--- src/rtl/stream_mux_pkg.sv ---
// Shared types and helpers for the packet-aware stream multiplexer.
package stream_mux_pkg;

  typedef enum logic {
    IDLE   = 1'b0,
    ACTIVE = 1'b1
  } state_t;

  // True when a requested channel index addresses an existing channel.
  function automatic logic sel_valid(input int unsigned sel, input int unsigned n);
    return sel < n;
  endfunction

endpackage

--- src/rtl/stream_out_reg.sv ---
// Output beat register {last, data} with valid/ready hold behaviour.
module stream_out_reg #(
  parameter int unsigned W = 8
) (
  input  logic       clk,
  input  logic       rst_n,
  input  logic       load,
  input  logic [W:0] din,
  input  logic       ready,
  output logic       valid,
  output logic [W:0] dout
);

  // A load always wins; otherwise a consumed beat empties the register.
  always_ff @(posedge clk or negedge rst_n) begin
    if (!rst_n) begin
      valid <= 1'b0;
      dout  <= '0;
    end else if (load) begin
      valid <= 1'b1;
      dout  <= din;
    end else if (ready) begin
      valid <= 1'b0;
    end
  end

endmodule

--- src/rtl/stream_mux_n.sv ---
// N-channel packet-aware stream mux: channel switches only between packets.
module stream_mux_n
  import stream_mux_pkg::*;
#(
  parameter  int unsigned N  = 4,
  parameter  int unsigned W  = 8,
  localparam int unsigned SW = $clog2(N)
) (
  input  logic            clk,
  input  logic            rst_n,
  input  logic [N-1:0]    in_valid,
  input  logic [N*W-1:0]  in_data,
  input  logic [N-1:0]    in_last,
  output logic [N-1:0]    in_ready,
  output logic            out_valid,
  output logic [W-1:0]    out_data,
  output logic            out_last,
  input  logic            out_ready,
  input  logic [SW-1:0]   sel_in,
  input  logic            sel_load,
  output logic [SW-1:0]   sel_cur,
  output logic            sel_err
);

  state_t        state, state_n;
  logic [SW-1:0] sel_cur_n, sel_pend, sel_pend_n;
  logic          pend, pend_n, pkt_open, pkt_open_n, sel_err_n;
  logic          slot_free, accept, acc_last, load_ok, pend_eff;
  logic [W-1:0]  ch_data [N];
  logic [W:0]    beat, beat_q;

  always_comb begin
    for (int k = 0; k < N; k++) ch_data[k] = in_data[k*W +: W];
  end

  assign slot_free = !out_valid || out_ready;
  assign accept    = (state == ACTIVE) && in_valid[sel_cur] && slot_free;
  assign acc_last  = in_last[sel_cur];
  assign load_ok   = sel_load && sel_valid(32'(sel_in), N);
  assign beat      = {acc_last, ch_data[sel_cur]};

  always_comb begin
    in_ready = '0;
    if (state == ACTIVE) in_ready[sel_cur] = slot_free;
  end

  // Next-state: a pending request is applied on a packet boundary, or at once when no packet is open.
  always_comb begin
    state_n    = state;
    sel_cur_n  = sel_cur;
    sel_pend_n = sel_pend;
    pend_n     = pend;
    pkt_open_n = pkt_open;
    pend_eff   = pend || load_ok;
    sel_err_n  = sel_load && !load_ok;
    case (state)
      IDLE: begin
        state_n = ACTIVE;
        if (pend) begin
          sel_cur_n = sel_pend;
          pend_n    = 1'b0;
        end
      end
      ACTIVE: begin
        if (accept) pkt_open_n = !acc_last;
        if (pend_eff && ((accept && acc_last) || (!pkt_open && !accept))) state_n = IDLE;
      end
    endcase
    if (load_ok) begin
      sel_pend_n = sel_in;
      pend_n     = 1'b1;
    end
  end

  always_ff @(posedge clk or negedge rst_n) begin
    if (!rst_n) begin
      state    <= IDLE;
      sel_cur  <= '0;
      sel_pend <= '0;
      pend     <= 1'b0;
      pkt_open <= 1'b0;
      sel_err  <= 1'b0;
    end else begin
      state    <= state_n;
      sel_cur  <= sel_cur_n;
      sel_pend <= sel_pend_n;
      pend     <= pend_n;
      pkt_open <= pkt_open_n;
      sel_err  <= sel_err_n;
    end
  end

  stream_out_reg #(.W(W)) u_out_reg (
    .clk   (clk),
    .rst_n (rst_n),
    .load  (accept),
    .din   (beat),
    .ready (out_ready),
    .valid (out_valid),
    .dout  (beat_q)
  );

  assign out_last = beat_q[W];
  assign out_data = beat_q[W-1:0];

endmodule

--- config.mk ---
export PLATFORM = sky130hd
export DESIGN_NAME = stream_mux_n
export DESIGN_NICKNAME = d
export VERILOG_FILES = /design/src/rtl/stream_mux_pkg.sv /design/src/rtl/stream_out_reg.sv /design/src/rtl/stream_mux_n.sv
export SDC_FILE = /design/constraint.sdc
export NUM_CORES = 1
export LEC_CHECK = 0
export CAP_MARGIN = 20
export CORE_ASPECT_RATIO = 0.9
export CORE_UTILIZATION = 32
export CTS_CLUSTER_DIAMETER = 40
export DETAILED_ROUTE_END_ITERATION = 10
export PLACE_DENSITY_LB_ADDON = 0.15
export SYNTH_ARGS = -nofsm -noshare
export SYNTH_HDL_FRONTEND = slang
export SYNTH_SLANG_ARGS = --single-unit
--- constraint.sdc ---
create_clock -name clk -period 1.7 [get_ports clk]
set_clock_uncertainty 0.1 [all_clocks]
set_input_delay 0.34 -clock clk [delete_from_list [all_inputs] [get_ports clk]]
set_output_delay 0.34 -clock clk [all_outputs]
set_load 0.01 [all_outputs]
# == Yosys cells after proc, flatten, opt, wreduce, memory -nomap -nowiden ==
# Index checks and enable logic that the tools add are counted.
# classes
eq_ne,1
n_lt_le_gt_ge,3
n_mux,16
reduce_logical,16
n_bitwise,3
# op_table
cell,count
$bmux 8 s2,1
$mux 8,2
$mux 1,8
$logic_and 1x1->1,6
$and 4x4->4,1
$bmux 1 s2,2
$logic_not 1->1,4
$mux 4,1
$reduce_and 2->1,2
$ge 3x3->1 const B,1
$logic_or 1x1->1,3
$lt 2x3->1 const B,1
$not 2->3,1
$demux 1 s2,1
$ge 2x1->1 const B,1
$ne 2x2->1 const B,1
$pmux 1 s2,1
$reduce_bool 2->1,1
$not 1->1,1
# word_totals
input_bits,46
wordCells,46
output_inout_bits,17
reg_bits,17

# == Logic depth before layout (Yosys ltp) ==
# depth
depth_word,10
depth_mapped,4

# == Hierarchy ==
# A second synthesis with hierarchy kept.
# unflattened
cells_unflattened,65
hier_area_um2,985.9
# modules_own_cells
mod,cells_per_inst,area_each_um2,n_inst
stream_mux_n,43,576.8,1
stream_out_reg,22,409.1,1

# == Worst setup path before layout ==
# Ideal clock, no wire load.
# synth_path
path_type,reg2reg
from,register sel_cur[0]
to,register u_out_reg.dout[0]
path_buffers,0
setup_slack_ns,-0.059
path_stages_with_launch,4
setup_ns,0.125
synth_period_minus_slack_ns,1.759
required_time_ns,1.475
arrival_time_ns,1.534
cell_sequence,dfrtp_1 -> mux4_2 -> nand3_4 -> mux2_4
# synth_between
elab_chain_len,4
word_cells_on_any_way,8
# synth_lines
element,line,text
start: declaration,stream_mux_n.sv:21,"output logic [SW-1:0] sel_cur,"
start signal: assignment,stream_mux_n.sv:85,sel_cur <= sel_cur_n;
$not 2->3 (implied by the code) / $bmux 1 s2 (equally long branches),"stream_mux_n.sv:40, stream_mux_n.sv:37",
$bmux 8 s2 / $mux 1 (equally long branches),"stream_mux_n.sv:40, stream_mux_n.sv:37",
$mux 8 (implied by the code) / $logic_and 1x1->1 (equally long branches) (2 in a row),"stream_mux_n.sv:40, stream_mux_n.sv:37",
end signal: assignment,stream_out_reg.sv:21,dout <= din;
end: declaration,stream_out_reg.sv:11,output logic [W:0] dout
# Parallel ways exist; a longest one is shown, timed or not. The select of a mux whose other input is x is not followed.
# A chain may end at the register's enable or synchronous reset.

# == Final worst setup path ==
# layout_path
from,register sel_cur[0]
to,register u_out_reg.dout[2]
# The elaborated chain is that of the path after synthesis.

==> metrics.md <==
| Metric | Value |
|---|---|
| Vias in the first global route | `847` |
| WL final | `2.66 mm` |
| Max-Cap Viols | `0` |
| Maximum vdd drop | `0.000731 V` |
| Final Worst Setup Slack | `-53.2 ps` |
| Max Root-Sink Buffers | `2` |
| Post-Synth Simple-Gate Area | `0.0861` |
| Power density over cell area | `1470 mW/mm2` |
| Vias/cell | `4.75` |
| Netlist cell types | `22` |
| Setup Viol. Count Final | `10` |
| Failing checks | `setup timing` |
| Top cells by area, synth | `dfrtp_1, mux4_1, mux2_4, mux2_2, mux4_2` |
| Fill cell count | `249` |
| Critical Path Start Type | `register` |
| Flip-flop and latch count after synthesis | `17` |
| Area post-placement | `0.00169 mm2` |
| Die height | `54.7 um` |
| Post-DRT Antenna Nets | `0` |
| Arr. time, crit path | `1850 ps` |
| Max H-tree Level | `1` |
| CTS tree | `done` |
| GRT overflow | `0` |
| Worst setup path startpoint | `sel_cur[0]` |
| Post-synth top area cell | `dfrtp_1` |
| IO Port Bufs | `61` |
| Clock sinks | `17` |
| Area Growth Syn to Fin | `83.7%` |
| Register area | `428 um2` |
| Routed wire per std cell | `14.9 um` |
| Largest net degree at the start of global routing | `18` |
| Commonest cells post-synth | `dfrtp_1, mux4_1, mux2_4` |
| Syn nets | `109` |
| # nets final | `186` |
| Period Utilization, post-route | `1.03` |
| Initial detailed-routing violation count | `18` |
| 1st-pass router iterations | `3` |
| Mean post-synth cell area | `15.7 um2` |
| Total global-route track usage | `0.176` |
| Num CTS Buffers | `3` |
| Worst endpoint required time | `1800 ps` |
| Syn Inst Count | `63` |
| Core Rows | `18` |
| Xor/xnor share of the synthesized area | `0` |
| WHS | `252 ps` |
| Synth top area share | `0.430` |
| Synth Area in Compound Gates | `0.0342` |
| Async S/R FF share, synth | `1.00` |
| Number of enable flip-flop cells after synthesis | `0` |
| Max frequency | `570 MHz` |
| Final hold vios | `0` |
| Core Area | `0.00284 mm2` |
| Setup CP Type | `reg2reg` |
| Die width | `60.6 um` |
| Post-synth top flop | `dfrtp_1` |
| First-pass GRT wire length | `3.97 mm` |
| DRC errors left | `0` |
| Largest family of logic cells by synthesized area | `multiplexers` |
| Diode count | `0` |
| Worst-path fanout max | `4` |
| Placer Congestion | `0.734` |
| Die area | `0.00332 mm2` |
| Post-route cell area | `0.00182 mm2` |
| RSZ-0062 raised after global routing | `yes` |
| Post-DP HPWL | `1.97 mm` |
| Via count | `851` |
| TNS Setup | `-422 ps` |
| Initial Util | `0.348` |
| Top Ports | `63` |
| Layout Utilization | `0.640` |
| Clk root buf | `clkbuf_4` |
| Area occupied by multi-input gates | `597 um2` |
| Hold/Removal Path Class | `in2async` |
| Top-count cell post-synth | `dfrtp_1` |
| Post-synthesis cell area | `988 um2` |
| Leak pwr | `0.823 nW` |
| R2R depth | `4` |
| Critical R2R Launch | `sel_cur[0]` |
| Part of the Yosys area used for sequential elements | `0.430` |
| Post-synthesis mux area share | `0.418` |
| Critical path capture point type | `register` |
| Clk Latency, worst-skew pair | `290 ps` |
| Hold_buf cts | `0` |
| Max-slew violation count | `0` |
| Adder-cell share of the synthesized area | `0` |
| Ys Warns | `0` |
| Clk slew on worst S/H paths | `100 ps` |
| Share of layout cells above drive strength 1 | `0.338` |
| Final min period | `1750 ps` |
| Status | `finished, violations left` |
| Initial antenna violation count | `0` |
| Power consumption | `2.67 mW` |
==> worst max-delay path: stages (launching register included) <==
cell and delay, ps:
dfrtp_2 400, buf_6 100, mux4_2 560, nand3_2 180
mux2_4 310
==> sequential cells by signal, summed over array words and instances, names as in the netlist <==
signal / count
u_out_reg.valid: 1
state: 1
pkt_open: 1
pend: 1
sel_cur: 2
u_out_reg.dout: 9
sel_pend: 2
==> area by class of cell <==
type | instances | area share
Clock inverter | 1 | 0.00276
Timing Repair Buffer | 75 | 0.391
Multi-Input combinational cell | 42 | 0.329
Sequential cell | 17 | 0.236
Clock buffer | 3 | 0.0124
Tap cell | 40 | 0.0276
Inverter | 1 | 0.00207
==> power by group <==
group,switching [mW],internal (mW)
combinational,0.680,1.06
clock,0.131,0.0877
sequential,0.116,0.592
==> worst paths after layout <==
check                      slack [ps]                 to
hold / removal                    250  u_out_reg.dout[5]
min in group clk                  390  u_out_reg.dout[8]
setup / recovery                  -50  u_out_reg.dout[2]
max in group asynchronous        1030         sel_cur[1]
setup reg to reg                  -50  u_out_reg.dout[2]
hold reg to reg                   390  u_out_reg.dout[8]
==> cell families (layout without fill, tap and decap cells) <==
group / after synthesis / count (layout)
AO/OA/AOI/OAI: 5 / 5
buffers and inverters: 5 / 80
flip-flops: 17 / 17
multiplexers: 21 / 21
other: 1 / 1
AND/OR/NAND/NOR: 14 / 15
==> metrics by stage <==
step / worst slack [ps] / cells
after CTS: -72.1 / 178
after detailed placement: -454 / 169
after floorplan: 5.75 / 63
after global routing: -116 / 179
after global placement: -423 / 169
final: -53.2 / 179
==> placed cells by master (no fill, tap or decap), types with 3 or more instances in the layout <==
cell and count:
clkdlybuf4s50_1 50, clkbuf_4 3, buf_2 4, buf_4 12, nand2_1 3, dfrtp_1 15
mux2_2 3, mux2_4 8, mux4_1 9, dlygate4sd2_1 3, dlymetal6s2s_1 4
==> metal layers <==
layer | wire length (um) | vias up | global-route usage
met5 | 0 | - | 0
met1 | 1130 | 416 | 0.207
met4 | 42 | 0 | 0.0795
li1 | - | 402 | -
met2 | 1320 | 28 | 0.300
met3 | 170 | 5 | 0.0496
==> what timing repair did <==
action	4_1_cts	5_1_grt
resized for setup	25	12
gates cloned	1	0
endpoints found under the setup margin	16	18
pin swaps	3	5
setup buffers	4	1
(Power assumes the default switching activity.)
